`config.mk`:
```
export PLATFORM = sky130hd
export DESIGN_NAME = seg_scan_driver_flat
export DESIGN_NICKNAME = d
export VERILOG_FILES = /design/src/rtl/seg_scan_driver_pkg.sv /design/src/rtl/seg_scan_driver_if.sv /design/src/rtl/seg_scan_driver_tick_counter.sv /design/src/rtl/seg_scan_driver.sv /design/src/flat_wrapper.sv
export SDC_FILE = /design/constraint.sdc
export NUM_CORES = 1
export LEC_CHECK = 0
export ABC_AREA = 1
export CAP_MARGIN = 15
export CORE_MARGIN = 8
export CORE_UTILIZATION = 35
export CTS_CLUSTER_SIZE = 24
export DETAILED_ROUTE_END_ITERATION = 16
export PLACE_DENSITY_LB_ADDON = 0.12
export SYNTH_ARGS = -nofsm -noshare
export SYNTH_HDL_FRONTEND = slang
export SYNTH_SLANG_ARGS = --single-unit
```
`constraint.sdc`:
```
create_clock -name clk -period 5.1 [get_ports clk]
set_input_delay 1.02 -clock clk [delete_from_list [all_inputs] [get_ports clk]]
set_output_delay 1.02 -clock clk [all_outputs]
set_load 0.01 [all_outputs]
```
`src/rtl/seg_scan_driver_pkg.sv`:
```
// Shared constants, state encoding and digit helpers for the 4-digit scan driver.
package seg_scan_driver_pkg;

   localparam int NUM_DIGITS = 4;
   localparam int SEG_W      = 7;
   localparam int ARRAY_W    = NUM_DIGITS * SEG_W;
   localparam int IDX_W      = 2;

   // Display is common-anode: both anodes and segments are active-low.
   localparam logic ANODE_ON = 1'b0;
   localparam logic SEG_ON   = 1'b0;

   typedef enum logic {
      ST_BLANK = 1'b0,
      ST_DRIVE = 1'b1
   } scan_state_e;

   // Pick the 7-bit code of digit k out of the array; k=0 is the leftmost digit (MSBs).
   function automatic logic [SEG_W-1:0] digit_code(input logic [ARRAY_W-1:0] arr,
                                                    input logic [IDX_W-1:0]   k);
      logic [SEG_W-1:0] code;
      case (k)
         2'd0:    code = arr[27:21];
         2'd1:    code = arr[20:14];
         2'd2:    code = arr[13:7];
         default: code = arr[6:0];
      endcase
      return code;
   endfunction

   // Convert a 1=lit segment code into the physical pin polarity.
   function automatic logic [SEG_W-1:0] seg_drive(input logic [SEG_W-1:0] code);
      return code ^ {SEG_W{~SEG_ON}};
   endfunction

endpackage

```
`src/rtl/seg_scan_driver_if.sv`:
```
// Bundle of display-content inputs and pin-level outputs of the scan driver.
interface seg_scan_driver_if;
   import seg_scan_driver_pkg::*;

   logic [ARRAY_W-1:0]    seg_array;
   logic [NUM_DIGITS-1:0] dp_mask;
   logic                  blink_en;
   logic [NUM_DIGITS-1:0] blink_mask;
   logic [NUM_DIGITS-1:0] an;
   logic [SEG_W-1:0]      cathode;
   logic                  dp;
   logic                  frame_done;

   // Source of display content / consumer of the pins.
   modport master (
      output seg_array, dp_mask, blink_en, blink_mask,
      input  an, cathode, dp, frame_done
   );

   // The scan driver itself.
   modport slave (
      input  seg_array, dp_mask, blink_en, blink_mask,
      output an, cathode, dp, frame_done
   );
endinterface

```
`src/rtl/seg_scan_driver_tick_counter.sv`:
```
// Free-running modulo-TERM counter with synchronous clear and a 1-cycle terminal tick.
module seg_tick_counter #(
   parameter int TERM = 2
) (
   input  logic clk,
   input  logic rst,
   input  logic clr,
   output logic tick
);
   // A terminal count of 1 still needs a 1-bit register to keep the port widths legal.
   localparam int            CW   = (TERM > 1) ? $clog2(TERM) : 1;
   localparam logic [CW-1:0] LAST = CW'(TERM - 1);

   logic [CW-1:0] cnt_q;
   logic [CW-1:0] cnt_d;

   // Count up, wrap to zero on the terminal value, hold at zero while cleared.
   always_comb begin
      cnt_d = cnt_q;
      tick  = 1'b0;
      if (clr) begin
         cnt_d = '0;
      end else if (cnt_q == LAST) begin
         tick  = 1'b1;
         cnt_d = '0;
      end else begin
         cnt_d = cnt_q + 1'b1;
      end
   end

   // Counter register.
   always_ff @(posedge clk) begin
      if (rst) cnt_q <= '0;
      else     cnt_q <= cnt_d;
   end
endmodule

```
`src/rtl/seg_scan_driver.sv`:
```
// Time-multiplexed 4-digit common-anode 7-segment driver with blanking, per-frame latching
// of the display content and per-digit blinking.
module seg_scan_driver
   import seg_scan_driver_pkg::*;
#(
   parameter int DIGIT_CYCLES = 100000,
   parameter int BLANK_CYCLES = 1000,
   parameter int BLINK_CYCLES = 50000000
) (
   input  logic               clk,
   input  logic               resetn,   // active-high synchronous reset despite the name
   seg_scan_driver_if.slave   bus
);

   scan_state_e           state_q, state_d;
   logic [IDX_W-1:0]      idx_q, idx_d;
   logic [ARRAY_W-1:0]    frame_seg_q, frame_seg_d;
   logic [NUM_DIGITS-1:0] frame_dp_q, frame_dp_d;
   logic [NUM_DIGITS-1:0] frame_bmask_q, frame_bmask_d;
   logic                  frame_ben_q, frame_ben_d;
   logic                  blink_phase_q, blink_phase_d;
   logic [NUM_DIGITS-1:0] an_q, an_d;
   logic [SEG_W-1:0]      cathode_q, cathode_d;
   logic                  dp_q, dp_d;
   logic                  frame_done_q, frame_done_d;

   logic blank_tick, digit_tick, blink_tick;
   logic hidden;

   // Each phase timer restarts from zero whenever the FSM is outside its phase.
   seg_tick_counter #(.TERM(BLANK_CYCLES)) u_blank_timer (
      .clk (clk), .rst (resetn), .clr (state_q != ST_BLANK), .tick (blank_tick)
   );

   seg_tick_counter #(.TERM(DIGIT_CYCLES)) u_digit_timer (
      .clk (clk), .rst (resetn), .clr (state_q != ST_DRIVE), .tick (digit_tick)
   );

   // Blink prescaler runs freely, independent of frame timing.
   seg_tick_counter #(.TERM(BLINK_CYCLES)) u_blink_prescaler (
      .clk (clk), .rst (resetn), .clr (1'b0), .tick (blink_tick)
   );

   // Next-state logic: scan sequencing, frame capture at the start of digit 0, blink phase.
   always_comb begin
      state_d       = state_q;
      idx_d         = idx_q;
      frame_seg_d   = frame_seg_q;
      frame_dp_d    = frame_dp_q;
      frame_bmask_d = frame_bmask_q;
      frame_ben_d   = frame_ben_q;
      blink_phase_d = blink_phase_q ^ blink_tick;
      frame_done_d  = 1'b0;
      case (state_q)
         ST_BLANK: begin
            if (blank_tick) begin
               state_d = ST_DRIVE;
               // Latch the whole frame only here so a frame never mixes old and new content.
               if (idx_q == '0) begin
                  frame_seg_d   = bus.seg_array;
                  frame_dp_d    = bus.dp_mask;
                  frame_bmask_d = bus.blink_mask;
                  frame_ben_d   = bus.blink_en;
               end
            end
         end
         ST_DRIVE: begin
            if (digit_tick) begin
               state_d      = ST_BLANK;
               idx_d        = idx_q + 1'b1;
               frame_done_d = (idx_q == IDX_W'(NUM_DIGITS - 1));
            end
         end
         default: state_d = ST_BLANK;
      endcase
   end

   // Pin values for the current slot; a hidden digit keeps its slot timing but stays dark.
   always_comb begin
      hidden    = frame_ben_d == frame_ben_q ? (frame_ben_q && frame_bmask_q[2'd3 - idx_q] && blink_phase_q)
                                             : (frame_ben_q && frame_bmask_q[2'd3 - idx_q] && blink_phase_q);
      an_d      = {NUM_DIGITS{~ANODE_ON}};
      cathode_d = {SEG_W{~SEG_ON}};
      dp_d      = ~SEG_ON;
      if (state_q == ST_DRIVE && !hidden) begin
         an_d[2'd3 - idx_q] = ANODE_ON;
         cathode_d          = seg_drive(digit_code(frame_seg_q, idx_q));
         dp_d               = frame_dp_q[2'd3 - idx_q] ? SEG_ON : ~SEG_ON;
      end
   end

   // All state, frame latches and output pins.
   always_ff @(posedge clk) begin
      if (resetn) begin
         state_q       <= ST_BLANK;
         idx_q         <= '0;
         frame_seg_q   <= '0;
         frame_dp_q    <= '0;
         frame_bmask_q <= '0;
         frame_ben_q   <= 1'b0;
         blink_phase_q <= 1'b0;
         an_q          <= {NUM_DIGITS{~ANODE_ON}};
         cathode_q     <= {SEG_W{~SEG_ON}};
         dp_q          <= ~SEG_ON;
         frame_done_q  <= 1'b0;
      end else begin
         state_q       <= state_d;
         idx_q         <= idx_d;
         frame_seg_q   <= frame_seg_d;
         frame_dp_q    <= frame_dp_d;
         frame_bmask_q <= frame_bmask_d;
         frame_ben_q   <= frame_ben_d;
         blink_phase_q <= blink_phase_d;
         an_q          <= an_d;
         cathode_q     <= cathode_d;
         dp_q          <= dp_d;
         frame_done_q  <= frame_done_d;
      end
   end

   assign bus.an         = an_q;
   assign bus.cathode    = cathode_q;
   assign bus.dp         = dp_q;
   assign bus.frame_done = frame_done_q;

endmodule

```
`src/flat_wrapper.sv`:
```
// flat-port wrapper written by rule: the top's interface ports become plain ports
module seg_scan_driver_flat import seg_scan_driver_pkg::*;
#(
   parameter int DIGIT_CYCLES = 100000,
   parameter int BLANK_CYCLES = 1000,
   parameter int BLINK_CYCLES = 50000000
)
  (clk, resetn, bus_seg_array, bus_dp_mask, bus_blink_en, bus_blink_mask, bus_an, bus_cathode, bus_dp, bus_frame_done);
  seg_scan_driver_if bus_i ();
  input  logic clk;
  input  logic resetn;
  input wire logic [$bits(bus_i.seg_array)-1:0] bus_seg_array;
  input wire logic [$bits(bus_i.dp_mask)-1:0] bus_dp_mask;
  input wire logic [$bits(bus_i.blink_en)-1:0] bus_blink_en;
  input wire logic [$bits(bus_i.blink_mask)-1:0] bus_blink_mask;
  output wire logic [$bits(bus_i.an)-1:0] bus_an;
  output wire logic [$bits(bus_i.cathode)-1:0] bus_cathode;
  output wire logic [$bits(bus_i.dp)-1:0] bus_dp;
  output wire logic [$bits(bus_i.frame_done)-1:0] bus_frame_done;
  assign bus_i.seg_array = bus_seg_array;
  assign bus_i.dp_mask = bus_dp_mask;
  assign bus_i.blink_en = bus_blink_en;
  assign bus_i.blink_mask = bus_blink_mask;
  assign bus_an = bus_i.an;
  assign bus_cathode = bus_i.cathode;
  assign bus_dp = bus_i.dp;
  assign bus_frame_done = bus_i.frame_done;
  seg_scan_driver #(.DIGIT_CYCLES(DIGIT_CYCLES), .BLANK_CYCLES(BLANK_CYCLES), .BLINK_CYCLES(BLINK_CYCLES)) u_core (.clk(clk), .resetn(resetn), .bus(bus_i));
endmodule
```
==> summary.txt <==
Hold path
  • Hold WC Path Type: reg2reg
  • Hold Startpoint: u_core.u_digit_timer.cnt_q[0]
  • Cell count of the worst hold path: 1
  • WHS Endpoint: u_core.u_digit_timer.cnt_q[0]

Setup path
  • Kind of critical path: reg2reg
  • CP startpoint kind: flip-flop
  • Reg-to-reg slack, setup: 2.71 ns
  • Required @ worst endpoint: 5.35 ns
  • Crit path from: u_core.idx_q[0]
  • Max incr delay on CP: 0.59 ns
  • Crit-path cells: inv_1, ha_1, inv_1, nor2_1, nand4_1, buf_4, nand2_1, nand2_1, nor2_1
  • RR Endpoint: u_core.frame_dp_q[1]
  • R2R depth: 9
  • Critical R2R Launch: u_core.idx_q[0]
  • CP Capture Type: flip-flop
  • Slowest cell on crit path: buf_4
  • Crit Path Max Fanout: just under 70
  • Worst path arrival time: 2.64 ns

Logic synthesis
  • Cell variety after synth: 31
  • Ys Warns: 0
  • Cell area after synthesis: around 0.0051 mm2
  • Largest area contributor in the netlist: dfxtp_1
  • Top_reg_cell synth: dfxtp_1
  • Post-synth top area share: 42.1%
  • Register area share after synthesis: between 40% and 50%
  • Largest cells by area after synthesis: dfxtp_1, nand2_1, nor2_1, inv_1, nand3_1
  • Net count after synthesis: approximately 780
  • Most instantiated cells after synthesis: nand2_1, nor2_1, dfxtp_1
  • Cell count after synthesis: 736
  • Post-synthesis async set-or-reset flop share: 0%
  • EDFF count, synth: 0
  • FF+latch count, synth: 107
  • Syn Area/Cell: slightly below 7 um2
  • Count leader, synth: nand2_1

Detailed routing
  • Via count: 4359
  • Vias per cell: 4.51
  • DRC: 0
  • First drt pass iteration count: 6
  • Final wirelength: ~12000 um
  • Detail Route Antenna Nets: 0
  • Initial drt markers: around 210
  • Wirelength per Cell: 12.1 um

GRT
  • GR Overflow Total: 0
  • Initial antenna violation count: 0
  • Largest net degree at the start of global routing: 69
  • First-pass GRT wire length: 19800 um
  • Total GRT Usage: a little over an eighth
  • Vias in the first global route: between 4000 and 5000

Clock tree
  • CTS Buf Count: 9
  • H-tree levels: 3
  • Clock sinks: 107
  • CTS tree: built
  • Worst-path clk slew: about 0.070 ns
  • Setup repair bufs after CTS: 0
  • Post-CTS sizing: 0
  • Cts hold-fix bufs: 0
  • Bufs on Longest Clock Path: 2
  • Clock Latency Late Sink: 0.35 ns
  • Clk root buf: clkbuf_16

Timing
  • Slew Limit Fails: 0
  • Clk_skew: 0.00795 ns
  • Fmax: ~420 MHz
  • Post-route minimum period: about 2.4 ns
  • Final setup fails: 0
  • Setup TNS: 0 ns
  • Slew @ Worst Pin: 0.651 ns
  • Max_slew headroom: 56.6%
  • Setup WS post-layout: 2.71 ns
  • Final hold viol count: 0
  • Post-route clock period utilization: 46.9%
  • RSZ-0062 raised after global routing: false

Placed design
  • Post-Place Setup Slack: 2.41 ns
  • GPL Wtd Cong: 0.818
  • I/O Buffers: 51
  • Post-DP HPWL: 8520 um
  • Post-placement cell area: 0.00568 mm2

Final layout
  • Layout Nets: between 800 and 900
  • Area growth from synthesis to layout: 17.7%
  • Ant diodes: 0
  • Layout cells sized above 1: 6.77%
  • Fillcell total: between 1000 and 1500
  • Cell area after layout: 0.00598 mm2

Power
  • P_leak: 2.37 nW
  • Worst vdd ir: 0.181 mV
  • Pwr Density: 269 mW/mm2

Floorplanning
  • Core Box Area: 0.0144 mm2
  • DIE WIDTH: 137 um
  • Die height: between 100 and 150 um
  • Starting Density: a little over a third
  • DIE AREA: 0.0186 mm2
  • I/O pins: between 50 and 60
  • Row cnt: 44

Flow run
  • Max Cap Viol: 0

Status
  • Outcome: completed
[registers in the layout (all words and copies together) (netlist names)]
name and count:
u_core.idx_q 2, u_core.u_blink_prescaler.cnt_q 26, u_core.bus.an 4, u_core.bus.dp 1, u_core.u_blank_timer.cnt_q 10, u_core.frame_seg_q 28
u_core.u_digit_timer.cnt_q 17, u_core.frame_bmask_q 4, u_core.bus.cathode 7, u_core.blink_phase_q 1, u_core.frame_dp_q 4, u_core.frame_ben_q 1
u_core.state_q 1, u_core.bus.frame_done 1
[power breakdown]
group	leakage (nW)	internal, mW	switching, mW	total (mW)
Combinational	1.36	0.0312	0.0221	0.0532
Sequential	0.863	0.839	0.00506	0.844
Clock	0.145	0.387	0.326	0.713
Total	2.37	1.26	0.353	1.61
[routing by layer]
layer  wire length, um  global-route usage [%]  share of wire, %  vias up
met2              5300                    21.9                45       60
met5                 0                       0                 0        -
met4               219                    5.19               1.9        0
met1              5750                    16.0                49     1952
li1                  -                       -                 -     2332
met3               479                    3.74               4.1       15
[area by class of cell]
type	instances	area (um2)	share of cell area, %
inverter	89	334	5.58
clock inverter	6	71.3	1.19
multi-input combinational	518	2450	41.0
tap	184	230	3.85
clock buffer	10	229	3.83
sequential	107	2140	35.8
timing repair buffer	53	526	8.78
[worst max path at each step]
| stage | slack (ns) | end |
|---|---|---|
| 2_1_floorplan | 3.38 | u_core.u_digit_timer.cnt_q[5] |
| 3_3_place_gp | 2.46 | u_core.u_digit_timer.cnt_q[10] |
| 3_5_place_dp | 2.41 | u_core.u_blank_timer.cnt_q[9] |
| 4_1_cts | 2.66 | u_core.frame_dp_q[1] |
| 5_1_grt | 2.33 | u_core.frame_seg_q[0] |
| 6_report | 2.71 | u_core.frame_dp_q[1] |
[critical path, delay by kind of cell (launching register included)]
family	cells	cell delay (ns)
AND/OR/NAND/NOR	5	0.55
flip-flops	1	0.48
buffers and inverters	3	0.85
adder cells (fa/ha/maj)	1	0.36
[metrics by stage]
step                      cells  util [%]  power (mW)  hold slack, ns
after global routing        967      41.6        1.67           0.481
after CTS                   967      41.6        1.63           0.455
after global placement      951      39.6       0.915           0.426
final                       967      41.6        1.61           0.449
after detailed placement    951      39.6       0.917           0.439
after floorplan             736         -       0.884           0.417
[layout by cell type, fill, tap and decap left out, drive strengths merged]
cell,netlist,layout
a21oi,28,28
a32oi,7,7
and2,1,1
and3,2,2
buf,17,2
bufinv,0,1
clkbuf,5,10
clkdlybuf4s50,0,51
clkinv,1,3
clkinvlp,0,1
dfxtp,107,107
ha,7,7
inv,88,90
nand2,195,195
nand3,37,37
nand3b,6,6
nand4,12,12
nor2,181,181
nor3,5,5
o21ai,10,10
or2,1,1
xnor2,10,10
xor2,16,16
[logic make-up (layout without fill, tap and decap cells)]
logic type                 count (synthesis)  after routing  synth area share (%)
AOI/OAI and AO/OA                         45             45                  5.39
xor gates and xnor gates                  26             26                  4.48
adders and majority gates                  7              7                  1.72
buffers and inverters                    111            158                  9.65
DFF                                      107            107                  42.1
and+or+nand+nor                          440            440                  36.6
Note: power is estimated with default switching activity, not from simulation.
